==> config.mk <==
export PLATFORM = sky130hd
export DESIGN_NAME = pipeline_4_wrback
export DESIGN_NICKNAME = d
export VERILOG_FILES = /design/src/rtl/kl_pipe_pkg.sv /design/src/rtl/pipeline_4_wrback_wb_select.sv /design/src/rtl/vdff_en.sv /design/src/rtl/pipeline_4_wrback.sv
export SDC_FILE = /design/constraint.sdc
export NUM_CORES = 1
export LEC_CHECK = 0
export CAP_MARGIN = 30
export CELL_PAD_IN_SITES_DETAIL_PLACEMENT = 1
export CELL_PAD_IN_SITES_GLOBAL_PLACEMENT = 1
export CORE_MARGIN = 1.5
export CORE_UTILIZATION = 32
export CTS_CLUSTER_DIAMETER = 150
export CTS_CLUSTER_SIZE = 24
export DETAILED_ROUTE_END_ITERATION = 6
export HOLD_SLACK_MARGIN = 0.03
export PLACE_DENSITY_LB_ADDON = 0.15
export SLEW_MARGIN = 25
export SYNTH_ARGS = -nofsm -noshare
export SYNTH_HDL_FRONTEND = slang
export SYNTH_SLANG_ARGS = --single-unit
==> constraint.sdc <==
create_clock -name clk -period 4.6 [get_ports clk]
set_clock_uncertainty 0.15 [all_clocks]
set_input_delay 0.92 -clock clk [delete_from_list [all_inputs] [get_ports clk]]
set_output_delay 0.92 -clock clk [all_outputs]
set_load 0.05 [all_outputs]
==> src/rtl/kl_pipe_pkg.sv <==
// Shared definitions for the 16-bit five-stage pipeline.
// Control-word field positions, inst_type indices, vsel codes, WB FSM states.
package kl_pipe_pkg;

  localparam int CTL_W   = 22;
  localparam int OPC_HI  = 21;
  localparam int OPC_LO  = 19;
  localparam int OP_HI   = 18;
  localparam int OP_LO   = 17;
  localparam int WNUM_HI = 16;
  localparam int WNUM_LO = 14;
  localparam int WRITE_B = 13;
  localparam int VSEL_HI = 12;
  localparam int VSEL_LO = 11;
  localparam int LOADS_B = 8;

  localparam int IT_W    = 6;
  localparam int IT_ALU  = 0;
  localparam int IT_STR  = 1;
  localparam int IT_LDR  = 2;
  localparam int IT_BR   = 3;
  localparam int IT_LINK = 4;
  localparam int IT_HALT = 5;

  typedef enum logic [1:0] {
    VSEL_RES  = 2'b00,
    VSEL_MEM  = 2'b01,
    VSEL_PC   = 2'b10,
    VSEL_ZERO = 2'b11
  } vsel_e;

  typedef enum logic {
    RUN    = 1'b0,
    HALTED = 1'b1
  } wb_state_e;

endpackage

==> src/rtl/pipeline_4_wrback_wb_select.sv <==
// Writeback data mux and register-file write qualification.
// Ports: vsel, result/rdata/pc1 sources, write/bubble/run/stall -> wen, wdata.
module wb_select
  import kl_pipe_pkg::*;
#(
  parameter int DW = 16
) (
  input  logic [1:0]    vsel,
  input  logic [DW-1:0] result,
  input  logic [DW-1:0] rdata,
  input  logic [DW-1:0] pc1,
  input  logic          write,
  input  logic          bubble,
  input  logic          run,
  input  logic          stall,
  output logic          wen,
  output logic [DW-1:0] wdata
);

  always_comb begin
    wdata = '0;
    unique case (vsel_e'(vsel))
      VSEL_RES:  wdata = result;
      VSEL_MEM:  wdata = rdata;
      VSEL_PC:   wdata = pc1;
      VSEL_ZERO: wdata = '0;
      default:   wdata = '0;
    endcase
  end

  assign wen = write & ~bubble & run & ~stall;

endmodule

==> src/rtl/vdff_en.sv <==
// Enabled register cell with asynchronous active-low clear.
// Ports: clk, rst (active-low), en, d -> q.
module vdff_en #(
  parameter int W = 1
) (
  input  logic         clk,
  input  logic         rst,
  input  logic         en,
  input  logic [W-1:0] d,
  output logic [W-1:0] q
);

  always_ff @(posedge clk or negedge rst) begin
    if (!rst)
      q <= '0;
    else if (en)
      q <= d;
  end

endmodule

==> src/rtl/pipeline_4_wrback.sv <==
// Writeback stage: latches mem-stage bundle, drives regfile/forwarding,
// status flags, HALT FSM and retired counter. Ports per stage interface.
module pipeline_4_wrback
  import kl_pipe_pkg::*;
#(
  parameter int DW   = 16,
  parameter int AW   = 9,
  parameter int CNTW = 16
) (
  input  logic            clk,
  input  logic            rst,
  input  logic            stall,
  input  logic [21:0]     control_in,
  input  logic [5:0]      inst_type_in,
  input  logic [DW-1:0]   result_in,
  input  logic [AW-1:0]   pc_in,
  input  logic            N_in,
  input  logic            V_in,
  input  logic            Z_in,
  input  logic [DW-1:0]   rdata_mem,
  output logic            reg_wen,
  output logic [2:0]      reg_waddr,
  output logic [DW-1:0]   reg_wdata,
  output logic            fwd_valid,
  output logic [2:0]      fwd_reg,
  output logic [DW-1:0]   fwd_data,
  output logic            status_N,
  output logic            status_V,
  output logic            status_Z,
  output logic            halted,
  output logic [CNTW-1:0] retired_count
);

  wb_state_e state_q, state_d;

  logic            run;
  logic            cap;
  logic [21:0]     ctl_q;
  logic [5:0]      it_q;
  logic [DW-1:0]   res_q;
  logic [DW-1:0]   pc1_q;
  logic [AW-1:0]   pc_inc;
  logic [DW-1:0]   pc1_d;
  logic [2:0]      nvz_q;
  logic [CNTW-1:0] cnt_d;

  assign run = (state_q == RUN);
  assign cap = run & ~stall;

  assign pc_inc = pc_in + AW'(1);
  assign pc1_d  = {{(DW-AW){1'b0}}, pc_inc};
  assign cnt_d  = retired_count + CNTW'(1);

  vdff_en #(.W(22)) u_ctl (
    .clk(clk), .rst(rst), .en(cap),
    .d(control_in), .q(ctl_q)
  );

  vdff_en #(.W(6)) u_it (
    .clk(clk), .rst(rst), .en(cap),
    .d(inst_type_in), .q(it_q)
  );

  vdff_en #(.W(DW)) u_res (
    .clk(clk), .rst(rst), .en(cap),
    .d(result_in), .q(res_q)
  );

  vdff_en #(.W(DW)) u_pc1 (
    .clk(clk), .rst(rst), .en(cap),
    .d(pc1_d), .q(pc1_q)
  );

  vdff_en #(.W(3)) u_st (
    .clk(clk), .rst(rst),
    .en(cap & control_in[LOADS_B]),
    .d({N_in, V_in, Z_in}), .q(nvz_q)
  );

  // Counts on capture of any non-bubble, so HALT retires too.
  vdff_en #(.W(CNTW)) u_cnt (
    .clk(clk), .rst(rst),
    .en(cap & (|inst_type_in)),
    .d(cnt_d), .q(retired_count)
  );

  always_ff @(posedge clk or negedge rst) begin
    if (!rst)
      state_q <= RUN;
    else
      state_q <= state_d;
  end

  always_comb begin
    state_d = state_q;
    unique case (state_q)
      RUN:     if (it_q[IT_HALT] && !stall)
                 state_d = HALTED;
      HALTED:  state_d = HALTED;
      default: state_d = RUN;
    endcase
  end

  wb_select #(.DW(DW)) u_sel (
    .vsel(ctl_q[VSEL_HI:VSEL_LO]),
    .result(res_q),
    .rdata(rdata_mem),
    .pc1(pc1_q),
    .write(ctl_q[WRITE_B]),
    .bubble(it_q == 6'b0),
    .run(run),
    .stall(stall),
    .wen(reg_wen),
    .wdata(reg_wdata)
  );

  assign reg_waddr = ctl_q[WNUM_HI:WNUM_LO];
  assign fwd_valid = reg_wen;
  assign fwd_reg   = reg_waddr;
  assign fwd_data  = reg_wdata;

  assign {status_N, status_V, status_Z} = nvz_q;
  assign halted = (state_q == HALTED);

endmodule
* Word level (Yosys, flattened, before mapping)
Index checks and enable logic that the tools add are counted.
Storage, ports and cells: flip-flop bits (word level) 68, latch bits 0, memory bits (writable) 0, bits in read-only memories 0, input port bits 75, output and inout bits 60, word-level logic and storage cells 29, memories kept 0
Operators by class: add/subtract/negate cells 2, $mul 0, div/mod/pow operators 0, magnitude comparators 0, eq/ne operators 3, shift operators 0, multiplexer cells 3, bitwise operators 9, reductions and logical operators 5
Operator list (number):
- one-hot mux 16 bit (4 select lines) | 1
- adder 16 x 1 -> 16 bit, second input constant | 1
- adder 9 x 1 -> 9 bit, second input constant | 1
- bitwise AND 1 bit | 6
- zero test 6 bit | 1
- OR reduction 6 bit | 1
- equality test 2 bit, second input constant | 2
- NOT 1 bit | 3
- equality test 2 x 1 -> 1 bit, second input constant | 1
- zero test 2 bit | 1
- one-hot mux 1 bit (2 select lines) | 1
- logical AND 1 bit | 1
- zero test 1 bit | 1
- 2-to-1 mux 1 bit | 1

* Longest topological paths before layout
Gate-level depths: netlist of run 1.
depth after elaboration 5, gate-level depth with buffers 6, mapped depth without buffers 5

* Cells and area by module
Synthesis of run 1 repeated with hierarchy kept, for this count alone.
Unflattened totals: cell total of the unflattened synthesis 296, area total of the unflattened synthesis 4204.0 sq um
Modules (own cells, without submodules):
- vdff_en (u_cnt ...) | instances 3, cells each 34, area each 649.4 sq um, seq. area each 400.4 sq um
- vdff_en (u_ctl) | instances 1, cells each 46, area each 820.8 sq um, seq. area each 550.5 sq um
- pipeline_4_wrback | instances 1, cells each 89, area each 683.2 sq um, seq. area each 25.0 sq um
- wb_select | instances 1, cells each 40, area each 391.6 sq um, seq. area each 0.0 sq um
- vdff_en (u_it) | instances 1, cells each 13, area each 251.5 sq um, seq. area each 150.1 sq um
- vdff_en (u_st) | instances 1, cells each 6, area each 108.9 sq um, seq. area each 75.1 sq um

* Worst setup path after synthesis of run 1
No wires, ideal clock.
kind reg-to-output, from reg u_ctl.q[12], to out reg_wdata[3], arrival time 2.345 ns, required time 3.530 ns, path slack 1.185 ns, stages on the path, launching flop included 6, path buffers 3, cell sequence dfrtp_1 > buf_2 > buf_2 > mux2i_1 > o21ai_0 > buf_4
On the way: cells in the longest elaborated chain, start to end 2, elaborated cells between the ends (all ways) 5, classes of those cells 3 x eq/ne; 1 x mux; 1 x reduce/logical
RTL lines:
- from (decl) | line vdff_en.sv:10 | output logic [W-1:0] q
- from (signal assigned) | line vdff_en.sv:15 | q <= '0;
- from (signal assigned) | line vdff_en.sv:17 | q <= d;
- equality test 2 bit (tied with other cells) | line pipeline_4_wrback_wb_select.sv:22 | unique case (vsel_e'(vsel))
- one-hot mux 16 bit (4 select lines) * | line pipeline_4_wrback_wb_select.sv:22
- to (decl) | line pipeline_4_wrback.sv:23 | output logic [DW-1:0] reg_wdata,
Every way passes the cells marked *; elsewhere a longest branch is shown, timed or not.

* Worst setup path after layout of run 1
from reg u_ctl.q[12], to out fwd_data[1]
On the way: cells in the longest elaborated chain, start to end 2, elaborated cells between the ends (all ways) 5, classes of those cells 3 x eq/ne; 1 x mux; 1 x reduce/logical
RTL lines:
- equality test 2 bit (tied with other cells) | line pipeline_4_wrback_wb_select.sv:22
- one-hot mux 16 bit (4 select lines) * | line pipeline_4_wrback_wb_select.sv:22
- to (decl) | line pipeline_4_wrback.sv:26 | output logic [DW-1:0] fwd_data,
Marks and branches as above.

==> flow_summary.yaml, run 1 <==
run_status:
  status: "finished, final reports clean"
drt:
  viasPerCell: 4.70
  routed_wl_mm: 7.59
  drcViolationCount: 0
  vias: 2463
  wl_per_cell_um: 14.5
  postRouteAntennaNets: 0
  first_pass_iters: 4
  first_iter_violations: 85
placement:
  gp_congestion: 0.730
  dpl.hpwl_mm: 5.42
  port_buffers: 119
  place_area_um2: 4000
hold_path:
  holdPathStages: 2
  min-delay-start: "u_res.q[12]"
  min_path_type: "reg -> reg"
  hold_path_end: "u_res.q[12]"
worst_setup_path:
  ff2ff_path_depth: 5
  critical_path_class: "reg -> out"
  r2r-start: "halted"
  crit_arrival_ns: 2.96
  endpoint_kind: "output pin"
  startpoint_type: "flop"
  crit_fanout: 18
  crit_required_ns: 3.53
  reg2reg_slack_ns: 2.62
  startpoint: "u_ctl.q[12]"
  rr_endpoint: "u_cnt.q[7]"
global_routing:
  top_usage_layer: "met2"
  gr-total-overflow: 0
  met2_usage: 0.262
  met1_usage: 0.210
  antenna_found_initial: 0
  use_met3: 0.0429
  gr-usage-all-layers: 0.164
  grt_pass1_wl_mm: 12.5
  grt_max_degree: 51
  grt_pass1_vias: 2573
clock_tree:
  cts_buffers: 9
  cts_buffer_depth: 2
  clk_latency_ns: 0.33
  clk_pin_slew_worst_paths_ns: 0.06
  cts_tree: "done"
  post_cts_buffers: 0
  h-tree-depth: 3
  ctsResizeCount: 0
  hold_buffers: 0
  cts_root_buffer: "clkbuf_8"
  cts.sinks: 57
die:
  die_h_um: 98.2
  start_util: 0.331
  ios: 135
  core_um2: 8760
  die_x_um: 98.2
  num_rows: 34
  dieArea_um2: 9640
yosys:
  synth_flop_cell: "dfrtp_1"
  synth_common_cells: "116 x nand2_1, 57 x dfrtp_1, 23 x buf_4"
  synth-compound-area-share: 0.0518
  synth-edff-count: 0
  synth_top_area_frac: 0.492
  syn-instance-count: 315
  ys_seq_area_frac: 0.492
  ys_warn_count: 0
  synth_area_leaders: "dfrtp_1 49%, nand2_1 15%, buf_4 6.0%"
  synth_top_area_cell: "dfrtp_1"
  synthArstFlopShare: 1.00
  synth_fa_ha_area_frac: 0.00864
  avgSynthCellArea_um2: 9.20
  synth.area.mux_share: 0.0708
  synth_cell_type_count: 30
  synth_seq_cells: 57
  synth.most_common_cell: "nand2_1"
  synthSimpleGateAreaFrac: 0.223
  synth_top_family_by_area: "simple AND/OR/NAND/NOR gates"
  synthXorXnorAreaFrac: 0.0665
  synth_area_um2: 2900
  syn_nets: 392
timing:
  slew_viol_final: 0
  fin_crit_sh: 0.876
  rsz0062_at_grt: "false"
  finalHoldViolCount: 0
  fin_crit_ns: 4.03
  clock.fmax_ghz: 0.248
  max_slew_margin: 0.439
  worst_pin_slew_ns: 0.840
  setup_viol: 0
  fin_tns_setup_ns: 0
final_layout:
  syn_to_final_growth_pct: 44.2
  drive_above_1_share: 0.0721
  fillers: 1015
  multi_input_area_um2: 1220
  regArea_um2: 1430
  nets: 489
  finalInstanceArea_um2: 4180
  diodes: 0
power_and_ir_drop:
  p_per_area_nw_per_um2: 727
  p_leak_nw: 1.80
  peakVddDrop_mv: 0.324
flow_run:
  max_cap_viol_count: 0
-- power by group --
part	internal, mW	switching (mW)
clock network	0.206	0.192
logic	0.607	1.19
registers	0.687	0.151
total	1.50	1.54
-- worst max-delay path by stage --
stage | to | slack [ns] | cells after the start
after global routing | fwd_data[1] | 0.38 | 4
after detailed placement | fwd_data[1] | 0.88 | 4
after global placement | fwd_data[1] | 0.90 | 4
after CTS | fwd_data[1] | 0.50 | 4
final | fwd_data[1] | 0.57 | 4
after floorplan | reg_wdata[3] | 1.19 | 5
-- area by class of cell --
type	count	area share
Timing Repair Buffer	123	0.294
Clock buffer	12	0.0347
Clock inverter	3	0.00419
Inverter	1	0.000898
Sequential cell	57	0.341
Multi-Input combinational cell	220	0.292
Tap cell	108	0.0323
-- routing by layer --
metal | vias up | share of wire
met3 | 10 | 0.061
met4 | 0 | 0.015
met1 | 1180 | 0.45
met5 | - | 0
li1 | 1193 | -
met2 | 80 | 0.47
-- cells by family (layout without fill, tap and decap cells) --
family / count (synthesis) / after routing
AO/OA/AOI/OAI: 23 / 23
XOR/XNOR: 22 / 22
adder cells (fa/ha/maj): 2 / 2
buffers and inverters: 38 / 139
flip-flops: 57 / 57
multiplexers: 20 / 20
AND/OR/NAND/NOR: 153 / 153
-- cell usage in the layout, fill, tap and decap left out, drive strengths merged, types with 2 or more instances in the layout --
cell type / count
nor2: 12
mux2: 4
ha: 2
clkinv: 2
a211oi: 3
buf: 5
mux2i: 16
nand2: 116
xnor2: 18
xor2: 4
nand4: 7
dfrtp: 57
clkdlybuf4s50: 118
clkbuf: 12
nor3: 4
nand3: 8
o21ai: 17
-- through the flow --
| step | utilization | hold slack (ns) | total power [mW] | worst slack [ns] | cells |
|---|---|---|---|---|---|
| 6_report | 0.477 | 0.322 | 3.04 | 0.569 | 524 |
| 5_1_grt | 0.477 | 0.344 | 3.21 | 0.383 | 524 |
| 4_1_cts | 0.474 | 0.329 | 3.08 | 0.497 | 523 |
| 3_5_place_dp | 0.456 | 0.313 | 2.67 | 0.883 | 508 |
| 3_3_place_gp | 0.456 | 0.307 | 2.63 | 0.901 | 508 |
| 2_1_floorplan | - | 0.287 | 2.20 | 1.19 | 315 |
-- sequential cells by signal (all words and copies together) (netlist names) --
name,count
u_ctl.q,6
u_st.q,3
u_res.q,16
u_pc1.q,9
halted,1
u_cnt.q,16
u_it.q,6
-- critical path: stages, from the launching register on --
cell and delay [ns]:
dfrtp_1 0.68, nor2b_1 0.79, nand2_1 0.10, o21ai_0 0.18
clkdlybuf4s50_1 0.88
Power figures use the tool's default switching activity.
==> run 2: changes to the inputs <==
Settings changed: CORE_UTILIZATION 32 to 33, CTS_BUF_LIST from default to sky130_fd_sc_hd__clkbuf_4.
Clock period 4.6 ns to 4.8 ns, I/O delays scaled along.
==> flow_summary.yaml, run 2 (synthesized netlist as in run 1, its figures left out) <==
die:
  core_um2: 8590
  die_h_um: 96.7
  ios: 135
  num_rows: 34
  start_util: 0.337
  dieArea_um2: 9350
  die_x_um: 96.7
final_layout:
  final_cell_mix: "118 x clkdlybuf4s50_1, 116 x nand2_1, 57 x dfrtp_1, 18 x xnor2_1, 16 x mux2i_1"
  layout_commonest_cell: "clkdlybuf4s50_1"
  fillers: 993
  reg_top3: "u_cnt.q: 16 flops, u_res.q: 16 flops, u_pc1.q: 9 flops"
  nets: 490
  syn_to_final_growth_pct: 42.5
  drive_above_1_share: 0.0718
  final_core_util: 0.481
  diodes: 0
clock_tree:
  clk_pin_slew_worst_paths_ns: 0.09
  hold_buffers: 0
  cts_buffer_depth: 2
  cts_buffers: 9
  cts_root_buffer: "clkbuf_4"
  cts_tree: "done"
  post_cts_buffers: 0
  cts.sinks: 57
  ctsResizeCount: 0
  h-tree-depth: 3
  clk_latency_ns: 0.38
drt:
  wl_per_cell_um: 14.4
  routed_wl_mm: 7.59
  viasPerCell: 4.67
  first_iter_violations: 51
  postRouteAntennaNets: 0
  first_pass_iters: 4
  vias: 2456
  drcViolationCount: 0
power_and_ir_drop:
  p_per_area_nw_per_um2: 680
  peakVddDrop_mv: 0.285
  p_leak_nw: 1.79
timing:
  max_slew_margin: 0.501
  rsz0062_at_grt: "false"
  fin_crit_ns: 3.67
  clock.fmax_ghz: 0.272
  layout_setup_ws_ns: 1.13
  whs_ns: 0.330
  slew_viol_final: 0
  worst_pin_slew_ns: 0.749
  fin_crit_sh: 0.765
  fin_tns_setup_ns: 0
  finalHoldViolCount: 0
  setup_viol: 0
worst_setup_path:
  startpoint_type: "input pin"
  critical_path_class: "in -> out"
  crit_required_ns: 3.69
  path_cells: "clkdlybuf4s50_1 > nor2_2 > o311a_1 > clkdlybuf4s50_1"
  crit_arrival_ns: 2.56
  crit_top_cell: "clkdlybuf4s50_1"
  endpoint_kind: "output pin"
  crit_fanout: 3
  slowest_stage: "clkdlybuf4s50_1"
  max_stage_delay_ns: 0.81
placement:
  gp_congestion: 0.720
  port_buffers: 119
  pre_cts_ws_ns: 1.12
  dpl.hpwl_mm: 5.38
global_routing:
  gr-usage-all-layers: 0.169
  gr-total-overflow: 0
  grt_pass1_wl_mm: 12.9
  grt_max_degree: 58
  grt_pass1_vias: 2649
  antenna_found_initial: 0
hold_path:
  min_path_type: "reg -> reg"
flow_run:
  max_cap_viol_count: 0
run_status:
  status: "finished, final reports clean"
==> run 2: cell types whose count changed in the layout (fill, tap and decap cells not counted) <==
| cell | delta |
|---|---|
| clkinv_1 | +4 |
| clkinvlp_4 | -1 |
| buf_16 | +1 |
| buf_12 | -1 |
| buf_4 | +1 |
| clkbuf_1 | -2 |
| clkbuf_4 | +10 |
| clkbuf_8 | -10 |
==> run 2: routing by layer <==
| metal | global-route usage | part of all wire | wire (µm) |
|---|---|---|---|
| met1 | 0.209 | 0.45 | 3410 |
| met2 | 0.293 | 0.49 | 3750 |
| met3 | 0.0368 | 0.049 | 369 |
| met4 | 0.0569 | 0.0092 | 70 |
| met5 | 0 | 0 | 0 |
==> run 2: layout make-up <==
cell class	instances	area (µm²)	share of cell area
inverter	1	3.75	0.000909
clock inverter	6	25.0	0.00606
clock buffer	10	75.1	0.0182
tap	108	135	0.0327
sequential	57	1430	0.345
multi-input combinational	220	1220	0.296
timing repair buffer	124	1240	0.301
==> run 2: critical path, delay by kind of cell <==
family,cells,cell delay [ns]
AND/OR/NAND/NOR,1,0.13
buffers and inverters,2,1.26
AO/OA/AOI/OAI,1,0.21
==> run 2: worst paths after layout <==
kind	startpoint	endpoint	slack [ns]	depth (start not counted)
worst max register to register	halted	u_cnt.q[7]	2.89	4
worst min-delay path	u_res.q[15]	u_res.q[15]	0.33	2
worst max-delay path	stall	fwd_valid	1.13	4
worst min register to register	u_res.q[15]	u_res.q[15]	0.33	2
max in group asynchronous	rst	u_it.q[4]	3.43	2
min in group asynchronous	rst	u_cnt.q[15]	0.57	2
==> run 2: power by group <==
group	internal, mW	switching (mW)
combinational	0.585	1.18
clock	0.104	0.170
sequential	0.657	0.117
total	1.35	1.46
==> run 2: through the flow <==
stage,power (mW),std cells,cell area (µm²)
after floorplan,2.10,315,2900
after global placement,2.53,509,4000
after detailed placement,2.56,509,4000
after CTS,2.85,525,4100
after global routing,2.97,526,4130
final,2.81,526,4130
